`config.mk`:
```
export PLATFORM = sky130hd
export DESIGN_NAME = mem_port_arbiter
export DESIGN_NICKNAME = d
export VERILOG_FILES = /design/src/rtl/mem_port_arbiter.sv
export SDC_FILE = /design/constraint.sdc
export NUM_CORES = 1
export LEC_CHECK = 0
export ABC_AREA = 1
export CORE_MARGIN = 3
export CORE_UTILIZATION = 35
export CTS_CLUSTER_SIZE = 12
export DETAILED_ROUTE_END_ITERATION = 8
export PLACE_DENSITY_LB_ADDON = 0.1
export SLEW_MARGIN = 20
export SYNTH_ARGS = -nofsm -noshare
export SYNTH_HDL_FRONTEND = slang
export SYNTH_SLANG_ARGS = --single-unit
```
`constraint.sdc`:
```
create_clock -name clk -period 2.8 [get_ports clk]
set_input_delay 0.56 -clock clk [delete_from_list [all_inputs] [get_ports clk]]
set_output_delay 0.56 -clock clk [all_outputs]
set_load 0.01 [all_outputs]
```
`src/rtl/mem_port_arbiter.sv`:
```
// mem_port_arbiter
//   Round-robin arbiter that shares one memory port between NUM_REQ
//   requesters. It supports per-requester lock with a bounded run length and
//   a one-cycle read return.
//
// Ports
//   clk, rst_n   clock; asynchronous active-low reset
//   req          per-requester access request
//   we           per-requester write (1) / read (0) select
//   lock         per-requester request to keep the grant next cycle
//   addr, wdata  flattened per-requester address / write data
//                (requester i at [i*W +: W])
//   gnt          one-hot grant, combinational, same cycle as req
//   rdata        read data shared by all requesters (passes r_data through)
//   rvalid       one-hot qualifier for rdata, one cycle after the read grant
//   w_en, w_addr, w_data   memory write port
//   r_addr, r_data         memory read port (r_data valid one cycle after r_addr)
module mem_port_arbiter #(
  parameter int NUM_REQ   = 3,
  parameter int ADDR_SIZE = 10,
  parameter int WORD_SIZE = 16,
  parameter int LOCK_MAX  = 16
) (
  input  logic                           clk,
  input  logic                           rst_n,
  input  logic [NUM_REQ-1:0]             req,
  input  logic [NUM_REQ-1:0]             we,
  input  logic [NUM_REQ-1:0]             lock,
  input  logic [NUM_REQ*ADDR_SIZE-1:0]   addr,
  input  logic [NUM_REQ*WORD_SIZE-1:0]   wdata,
  output logic [NUM_REQ-1:0]             gnt,
  output logic [WORD_SIZE-1:0]           rdata,
  output logic [NUM_REQ-1:0]             rvalid,
  output logic                           w_en,
  output logic [ADDR_SIZE-1:0]           w_addr,
  output logic [WORD_SIZE-1:0]           w_data,
  output logic [ADDR_SIZE-1:0]           r_addr,
  input  logic [WORD_SIZE-1:0]           r_data
);

  localparam int PTR_W = (NUM_REQ > 1) ? $clog2(NUM_REQ) : 1;
  localparam int CNT_W = $clog2(LOCK_MAX + 1);

  logic [PTR_W-1:0]     ptr;
  logic [PTR_W-1:0]     lock_idx, lock_idx_nxt;
  logic                 lock_valid, lock_valid_nxt;
  logic [CNT_W-1:0]     lock_cnt, lock_cnt_nxt;
  logic [NUM_REQ-1:0]   rd_tag;
  logic [ADDR_SIZE-1:0] r_addr_q;

  logic [PTR_W-1:0]     gnt_idx;
  logic                 any_gnt;
  logic                 holder_req, locked, forced;
  logic                 wr_gnt, rd_gnt;
  logic [ADDR_SIZE-1:0] sel_addr;
  logic [WORD_SIZE-1:0] sel_wdata;
  int unsigned          rr_idx;

  // Arbitration: a live lock holder below its run limit wins outright.
  // Otherwise search round-robin starting just after the last winner.
  always_comb begin
    gnt_idx    = '0;
    any_gnt    = 1'b0;
    rr_idx     = 0;
    holder_req = lock_valid && req[lock_idx];
    locked     = holder_req && (lock_cnt < CNT_W'(LOCK_MAX));
    forced     = holder_req && !locked;
    if (locked) begin
      gnt_idx = lock_idx;
      any_gnt = 1'b1;
    end else begin
      for (int unsigned k = 1; k <= NUM_REQ; k++) begin
        rr_idx = (32'(ptr) + k) % NUM_REQ;
        if (!any_gnt && req[PTR_W'(rr_idx)]) begin
          gnt_idx = PTR_W'(rr_idx);
          any_gnt = 1'b1;
        end
      end
    end
    // No grant may leave the block while reset is held.
    if (!rst_n) begin
      any_gnt = 1'b0;
    end
  end

  always_comb begin
    sel_addr  = addr[gnt_idx*ADDR_SIZE +: ADDR_SIZE];
    sel_wdata = wdata[gnt_idx*WORD_SIZE +: WORD_SIZE];
    wr_gnt    = any_gnt && we[gnt_idx];
    rd_gnt    = any_gnt && !we[gnt_idx];
    gnt       = any_gnt ? (NUM_REQ'(1) << gnt_idx) : '0;
    w_en      = wr_gnt;
    w_addr    = wr_gnt ? sel_addr  : '0;
    w_data    = wr_gnt ? sel_wdata : '0;
    // The read address is presented in the grant cycle so that a synchronous
    // memory returns data in the following cycle. Between reads it holds.
    r_addr    = rd_gnt ? sel_addr : r_addr_q;
    rvalid    = rd_tag;
    rdata     = r_data;
  end

  // Lock bookkeeping. lock_cnt is the number of consecutive grants already
  // given to the holder. On hitting LOCK_MAX the holder sits out exactly one
  // round-robin arbitration but keeps ownership of the lock. If the holder
  // drops req, the lock is released.
  always_comb begin
    lock_valid_nxt = 1'b0;
    lock_idx_nxt   = lock_idx;
    lock_cnt_nxt   = '0;
    if (any_gnt) begin
      if (lock[gnt_idx]) begin
        lock_valid_nxt = 1'b1;
        lock_idx_nxt   = gnt_idx;
        lock_cnt_nxt   = locked ? lock_cnt + 1'b1 : CNT_W'(1);
      end else if (forced && (gnt_idx != lock_idx)) begin
        lock_valid_nxt = 1'b1;
      end
    end
  end

  always_ff @(posedge clk or negedge rst_n) begin
    if (!rst_n) begin
      ptr        <= PTR_W'(NUM_REQ - 1);
      lock_valid <= 1'b0;
      lock_idx   <= '0;
      lock_cnt   <= '0;
      rd_tag     <= '0;
      r_addr_q   <= '0;
    end else begin
      if (any_gnt) begin
        ptr <= gnt_idx;
      end
      lock_valid <= lock_valid_nxt;
      lock_idx   <= lock_idx_nxt;
      lock_cnt   <= lock_cnt_nxt;
      rd_tag     <= rd_gnt ? gnt : '0;
      r_addr_q   <= r_addr;
    end
  end

endmodule

```
==> flow_summary.toml <==
[pwr]
irDropWorstVdd_mv = 1.28
power_density_mw_per_mm2 = 1770
power.leakage_uw = 0.00227

[placement]
gp_congestion = 0.865
dp_cells = 546
pre_cts_ws_ns = -0.853
dp_hpwl_um = 6280
io_buffer_count = 131

[run_status]
failed_checks = "negative setup slack"
status = "finished with violations"

[floorplan]
die-height_um = 85.0
row_count = 28
num_io_pins = 164
core_region_area_mm2 = 0.00599
chipWidth_um = 85.0
initial_core_util_pct = 36.4
die_area_mm2 = 0.00722

[min_path]
hold_path_class = "register to register"

[timing]
rsz0062_at_grt = "true"
finalMaxSlewViolations = 0
relSlewSlack_pct = 79.0
tightestPinTransition_ns = 0.316
fin_ws_ns = -0.432
setup-violations-final = 40
fin_crit_sh_pct = 115
max_freq_ghz = 0.309
hold_viol_final = 0
period_needed_ns = 3.23
clock_skew_ns = 0.00105
finalSetupTns_ns = -13.35

[clock_tree]
clockBufferDepth = 2
insertion_delay_ns = 0.27
root_buffer = "clkbuf_8"
cts_buffers = 3
clk_pin_slew_ns = 0.09
clock-sinks = 23
cts_tree = "done"
htreeDepth = 1

[logic_synthesis]
synth_compound_area_share_pct = 7.45
synthCells = 335
synth_fp_nets = 443
ys_warn_count = 0
synth.distinct_cells = 31
synthTopCellsByArea = "dfrtp_1, nand2_1, nand3_1, buf_4, nand4_1"
post-synth-top-area-cell = "dfrtp_1"
synth-simple-area-share_pct = 48.8
ys_ff_latch = 23
ys_seq_area_share_pct = 26.4
yosys.area.top_type_share_pct = 25.2
synth_xor_area_share_pct = 0.401
syn_area_mm2 = 0.00218
synth_top_family_by_area = "simple AND/OR/NAND/NOR gates"
synth_fa_ha_area_share_pct = 1.72
syn_avg_cell_area_um2 = 6.51
synthMuxAreaShare_pct = 0

[global_route]
grt_max_degree = 24
antenna_found_initial = 0
grt_pass1_wl_um = 14800
grt_pass1_vias = 3203
track_usage_pct = 25.4
overflow = 0

[detailed_routing]
wire_per_inst_um = 17.6
num_vias = 3107
drc_errors = 0
drtPass1Iterations = 4
final_antenna_net_count = 0
routed_via_density = 5.18
wl_um = 10600
drtIter0Drc = 169

[worst_setup_path]
arrival_ns = 2.67
critPathKind = "register to output port"
cp-end-kind = "output port"
cp_max_fo = 6
crit_required_ns = 2.24
cp-start-kind = "register"

[layout]
antenna_cells = 0
fin_nets = 634
multi_input_area_mm2 = 0.00184
fillers = 358
final_cell_mix = "nand2_1, clkdlybuf4s50_1, buf_6"
area_growth_pct = 121
drive_above_1_share_pct = 47.6
fin_cells = 600
layout_commonest_cell = "nand2_1"
layout.area.seq_um2 = 577

[job]
drv_cap = 0
## cells in the mapped netlist
master	instances
buf_4	21
inv_1	16
buf_6	4
or2_2	1
nor2_8	1
nand2_1	119
nand3_1	35
ha_1	3
inv_4	2
buf_2	6
nor2_1	24
nand3_2	2
xor2_1	1
o31ai_4	1
nor2b_1	10
inv_2	6
clkbuf_1	1
nor2_2	1
nand2_2	8
o21ai_1	4
nand3b_4	1
nand4_1	16
dfstp_2	1
a21oi_1	18
o21ai_0	2
o21bai_1	2
nand2_4	2
dfrtp_1	22
nand3_4	2
a31oi_1	1
nor3_1	2
## flip-flops by register name (all words and copies together) (netlist names)
register    cells
ptr             2
lock_cnt        5
lock_valid      1
lock_idx        2
rvalid          3
r_addr_q       10
## per-layer routing
layer / routed length [um] / vias to the layer above / GRT usage [%] / part of all wire [%]
met5: 0 / - / 0 / 0
met4: 408 / 0 / 9.64 / 3.9
met3: 836 / 36 / 6.21 / 7.9
met2: 5550 / 152 / 46.5 / 53
met1: 3770 / 1468 / 28.1 / 36
li1: - / 1451 / - / -
## report_power, final
| group | internal [uW] | switching, uW | total, uW |
|---|---|---|---|
| Combinational | 3910 | 3900 | 7810 |
| Sequential | 465 | 65.8 | 530 |
| Clock | 102 | 122 | 224 |
## cells by family after synthesis
logic type | Yosys count
and+or+nand+nor | 224
buffers and inverters | 56
AOI/OAI and AO/OA | 28
DFF | 23
adders and majority gates | 3
xor gates and xnor gates | 1
## metrics by stage
step	power [uW]	hold WS [ns]	area, um2	util, %
after global placement	4960	0.456	3650	61.0
after detailed placement	5000	0.458	3650	61.0
after floorplan	3110	0.264	2180	-
after CTS	7170	0.484	4350	72.6
after global routing	9050	0.528	4830	80.6
final	8560	0.488	4830	80.6
## area by class of cell
class,count,share of cell area (%)
inverter,24,2.28
timing repair buffer,216,44.7
clock buffer,4,0.933
multi-input combinational,258,38.2
tap,75,1.94
sequential,23,12.0
## what timing repair did
item	4_1_cts	5_1_grt
pin swaps	29	23
hold buffers	0	0
gates resized for setup	274	98
setup buffers	45	10
cloned	4	2
endpoints found under the setup margin	40	42
## worst max-delay path, cell delays in order (launching register included)
cell and delay, ns:
dfstp_2 0.58, ha_4 0.24, inv_4 0.08, nand2_2 0.05
nand3_2 0.09, nand2_4 0.07, nand3_2 0.07, nand3_2 0.10
nand3_4 0.12, nand2_4 0.09, buf_12 0.14, nand2_8 0.06
nand3_4 0.18, buf_6 0.21, nor2b_1 0.14, buf_2 0.17
## path summary, 6_finish.rpt
path | start | endpoint | slack (ns) | cells past startpoint
setup reg to reg | ptr[1]$_DFFE_PN1P_ | r_addr_q[9]$_DFF_PN0_ | -0.07 | 22
max in group asynchronous | rst_n | ptr[1]$_DFFE_PN1P_ | 1.76 | 2
setup / recovery | ptr[1]$_DFFE_PN1P_ | w_addr[4] | -0.43 | 15
min in group asynchronous | rst_n | lock_cnt[0]$_DFF_PN0_ | 0.74 | 2
hold reg to reg | lock_cnt[0]$_DFF_PN0_ | lock_cnt[0]$_DFF_PN0_ | 0.49 | 1
hold / removal | lock_cnt[0]$_DFF_PN0_ | lock_cnt[0]$_DFF_PN0_ | 0.49 | 1
Power figures use the tool's default switching activity.
==> RTL change 1: new RTL, same settings <==
Set the parameter `LOCK_MAX` to 32 (it was 16).
--- a/src/rtl/mem_port_arbiter.sv
+++ b/src/rtl/mem_port_arbiter.sv
@@ -19,7 +19,7 @@
   parameter int NUM_REQ   = 3,
   parameter int ADDR_SIZE = 10,
   parameter int WORD_SIZE = 16,
-  parameter int LOCK_MAX  = 16
+  parameter int LOCK_MAX  = 32
 ) (
   input  logic                           clk,
   input  logic                           rst_n,
Behaviour: same outputs for any inputs over 4 cycles, from zero or initial values and one cycle with rst_n low; that may be too few to reach the edited logic, so the function may still have changed.
==> RTL change 1 against the original RTL <==
- worst setup slack got worse by 0.018 ns
- maximum frequency decreased by 0.55%
- sequential cell count increased by 1
- the run still ends with setup timing left
- largest cell class unchanged
- routed wire length decreased by 5.7%
- total power decreased by 12%
- register-to-register slack improved by 0.26 ns
- first-iteration DRC count decreased by 11%
- synthesized area increased by 5.6%
- core utilization decreased by 5.7 points
- final area decreased by 4.9%
- critical path depth increased by 2
==> RTL change 1: results (changes against the original RTL) <==
[run_status]
status=complete, but fails checks  ; unchanged
violations=setup timing  ; unchanged

[place]
dpl.cell_count=568  ; was 546
hpwlAfterDp_um=6210  ; was 6280 µm

[critical_path]
reg2reg_to=lock_valid  ; was r_addr_q[9]
arrival_ns=2.69  ; was 2.67 ns
reg2reg_setup_slack_ns=0.19  ; was -0.07 ns
cp_max_fo=7  ; was 6
reg2reg_depth=14  ; was 22

[power_and_ir_drop]
leakagePower_uw=0.00226  ; was 0.00227 µW
p_sw_uw=3700  ; was 4090 µW
combPwrFrac_pct=89.9  ; was 91.2%
power_frac_clock_pct=3.0  ; was 2.6%

[route]
num_vias=3060  ; was 3107
wl_per_cell_um=16.4  ; was 17.6 µm

[logic_synthesis]
yosys-top-cells-area=dfrtp_1, nand2_1, nand3_1  ; unchanged
synth_common_cells=nand2_1, nand3_1, inv_1  ; was nand2_1, nand3_1, nor2_1
syn_nets=463  ; was 443
synth_xor_area_share_pct=0.380  ; was 0.401%

[timing]
whs_ns=0.493  ; was 0.488 ns
max-slew-margin-rel_pct=78.4  ; was 79.0%
setup_ws_ns=-0.450  ; was -0.432 ns
fin_skew_ns=0.00899  ; was 0.00105 ns
tns_ns=-15.00  ; was -13.35 ns
setup_viol=40  ; unchanged

[hold_path]
hold_end=r_addr_q[1]  ; was lock_cnt[0]

[finish]
fin_cells=607  ; was 600
nets=641  ; was 634
drive_gt1_share_pct=45.3  ; was 47.6%

[cts]
postCtsSetupRepairBufs=23  ; was 45
cts_resized=255  ; was 274

[global_route]
grt_pass1_vias=2990  ; was 3203
grt_pass1_wl_um=14100  ; was 14800 µm
grt_usage_pct=23.4  ; was 25.4%

RTL change 1: changes by cell type in the layout (fill, tap and decap cells not counted), moves of 7 or more:
cell | unedited run | this run
buf_2 | 11 | 27
a21oi_2 | 12 | 23
nand2_4 | 9 | 17
nand2_1 | 94 | 101
buf_6 | 58 | 21
nor2_4 | 15 | 2
nand3_1 | 12 | 22
nand4_1 | 16 | 6
inv_2 | 7 | 14
RTL change 1: area by class of cell:
| type | count | area (µm²) |
|---|---|---|
| Multi-Input combinational cell | 265 | 1720 |
| Sequential cell | 24 | 602 |
| Tap cell | 75 | 93.8 |
| Timing Repair Buffer | 204 | 1980 |
| Fill cell | 464 | 1540 |
| Clock buffer | 4 | 45.0 |
| Inverter | 35 | 149 |
RTL change 1: metal layers:
layer,part of all wire (%),routed length (µm),track usage (%),vias to the layer above
met5,0,0,0,-
met4,2.8,278,9.21,0
met3,7.9,790,4.54,24
met2,50,4990,40.9,155
met1,39,3900,28.1,1414
li1,-,-,-,1467
==> RTL change 2: new RTL, config.mk and constraints unchanged <==
Made on the original files. Reset style: synchronous (`rst_n`), changed in one clocked block. Comments in the files are not updated.
--- a/src/rtl/mem_port_arbiter.sv
+++ b/src/rtl/mem_port_arbiter.sv
@@ -118,7 +118,7 @@
     end
   end
 
-  always_ff @(posedge clk or negedge rst_n) begin
+  always_ff @(posedge clk) begin
     if (!rst_n) begin
       ptr        <= PTR_W'(NUM_REQ - 1);
       lock_valid <= 1'b0;
Behaviour: differs if rst_n is asserted again (counterexample within 4 cycles, from zero or initial values and one cycle with rst_n low); with rst_n held inactive, the same outputs for 4 cycles.
==> RTL change 2 against the original RTL <==
- the flow still finishes with violations (setup timing)
- synthesized area up 0.17%
- critical path depth unchanged
- cell count up 6.2%
- final area down 5.7%
- worst setup slack better by 0.026 ns
- routed wire length down 3.0%
- sequential cell count unchanged
- total power down 2.9%
- critical endpoint is now w_addr[0]
- largest cell class unchanged
==> RTL change 2: results (changes against the original RTL) <==
[run_status]
status=complete, but fails checks  ; unchanged
violations=setup timing  ; unchanged

[route]
wl_met3_um=779  ; was 836 µm
wl_um=10200  ; was 10600 µm
vias_per_cell=5.07  ; was 5.18
first_pass_iters=4  ; unchanged
drt_iter0_drc=139  ; was 169
met1_length_um=3820  ; was 3770 µm
wl_met2_um=5320  ; was 5550 µm

[power_and_ir_drop]
p_comb_uw=7610  ; was 7810 µW
ir_drop_uv=1190  ; was 1280 µV
switching_share_pct=48.1  ; was 47.8%
seqPwrFrac_pct=5.9  ; was 6.2%
leakagePower_uw=0.00218  ; was 0.00227 µW

[finish]
antenna_cells=0  ; unchanged
nets=673  ; was 634
fill_cells=432  ; was 358
drive_gt1_share_pct=40.6  ; was 47.6%

[global_route]
grtUsageMet1_pct=28.9  ; was 28.1%
use_met3_pct=4.08  ; was 6.21%
grt_pass1_vias=2946  ; was 3203
grt_max_degree=22  ; was 24
grt_util_met2_pct=43.9  ; was 46.5%
grt_usage_pct=24.1  ; was 25.4%
grt_pass1_wl_um=14400  ; was 14800 µm

[logic_synthesis]
yosys-top-cells-area=dfxtp_1, nand3_1, nand2_1  ; was dfrtp_1, nand2_1, nand3_1
synth_fa_ha_area_share_pct=2.86  ; was 1.72%
ys_async_sr_fraction_pct=0  ; was 100%
ys_seq_area_share_pct=21.1  ; was 26.4%
synth_compound_area_share_pct=10.5  ; was 7.45%
synth_common_cells=nand2_1, nand3_1, inv_1  ; was nand2_1, nand3_1, nor2_1
synth_xor_area_share_pct=0.801  ; was 0.401%
syn_nets=474  ; was 443

[critical_path]
reg2reg_depth=25  ; was 22
reg2reg_setup_slack_ns=-0.30  ; was -0.07 ns
cp-endpoint=w_addr[0]  ; was w_addr[4]
cp-startpoint=ptr[0]  ; was ptr[1]
crit_family=simple AND/OR/NAND/NOR gates  ; unchanged
arrival_ns=2.65  ; was 2.67 ns
reg2reg_to=r_addr_q[0]  ; was r_addr_q[9]
slowest_delay_ns=0.34  ; was 0.58 ns
cp_max_fo=7  ; was 6
critPathSlowestCell=dfxtp_2  ; was dfstp_2

[cts]
clock_latency_ns=0.27  ; about the same

[timing]
setup_ws_ns=-0.407  ; was -0.432 ns
setup_viol=42  ; was 40
worstMarginPinSlew_ns=0.469  ; was 0.316 ns
fin_skew_ns=0.00136  ; was 0.00105 ns
tns_ns=-12.00  ; was -13.35 ns

[hold_path]
holdPathStages=2  ; was 1

[place]
post_dp_cell_area_um2=3750  ; was 3650 µm²
gp_congestion=0.855  ; was 0.865
hpwlAfterDp_um=6460  ; was 6280 µm

-- RTL change 2: through the flow --
step	setup WS, ns	hold slack, ns	std cells	power (µW)
after global placement	-0.837	0.457	581	5660
after global routing	-0.526	0.516	637	8900
after CTS	-0.254	0.473	623	6970
final	-0.407	0.479	637	8310
after detailed placement	-0.899	0.461	581	5700
after floorplan	0.0295	0.438	364	3320
-- RTL change 2: area by class of cell --
cell class | count | area, µm² | share of cell area, %
repair buffers | 226 | 2090 | 45.9
multi-input cells | 260 | 1670 | 36.6
flip-flops and latches | 23 | 465 | 10.2
inverters | 49 | 189 | 4.15
well taps | 75 | 93.8 | 2.06
clock buffers | 3 | 41.3 | 0.907
clock inverters | 1 | 5.00 | 0.110
-- RTL change 2: worst reg2reg max path, cell delays in order (launching register included) --
cell     delay, ns
dfxtp_2       0.34
inv_2         0.05
ha_4          0.31
inv_4         0.05
nand2_2       0.06
nand3_2       0.09
nand2_4       0.11
nand4_1       0.18
nand2_1       0.12
nand2_1       0.06
nand2_2       0.11
buf_8         0.15
nand3_1       0.07
nand2_1       0.08
nor2_2        0.05
nand3_2       0.08
nand2_2       0.07
buf_4         0.13
buf_4         0.12
buf_4         0.12
buf_4         0.12
buf_4         0.12
buf_4         0.12
buf_4         0.12
buf_4         0.12
nor2_2        0.07
-- RTL change 2: how the worst min path moves through the flow --
stage / to / from
detailed placement: r_addr_q[9] / r_addr_q[9]
global placement: r_addr_q[9] / r_addr_q[9]
global route: lock_cnt[0] / lock_cnt[0]
finish: lock_cnt[4] / lock_cnt[3]
CTS: r_addr_q[9] / r_addr_q[9]
floorplan: lock_cnt[0] / lock_cnt[0]
-- RTL change 2: what timing repair did --
action	CTS	global route
pin swaps	26	19
cloned	2	3
buffers inserted	37	11
gates resized for setup	225	58
endpoints found under the setup margin	40	43
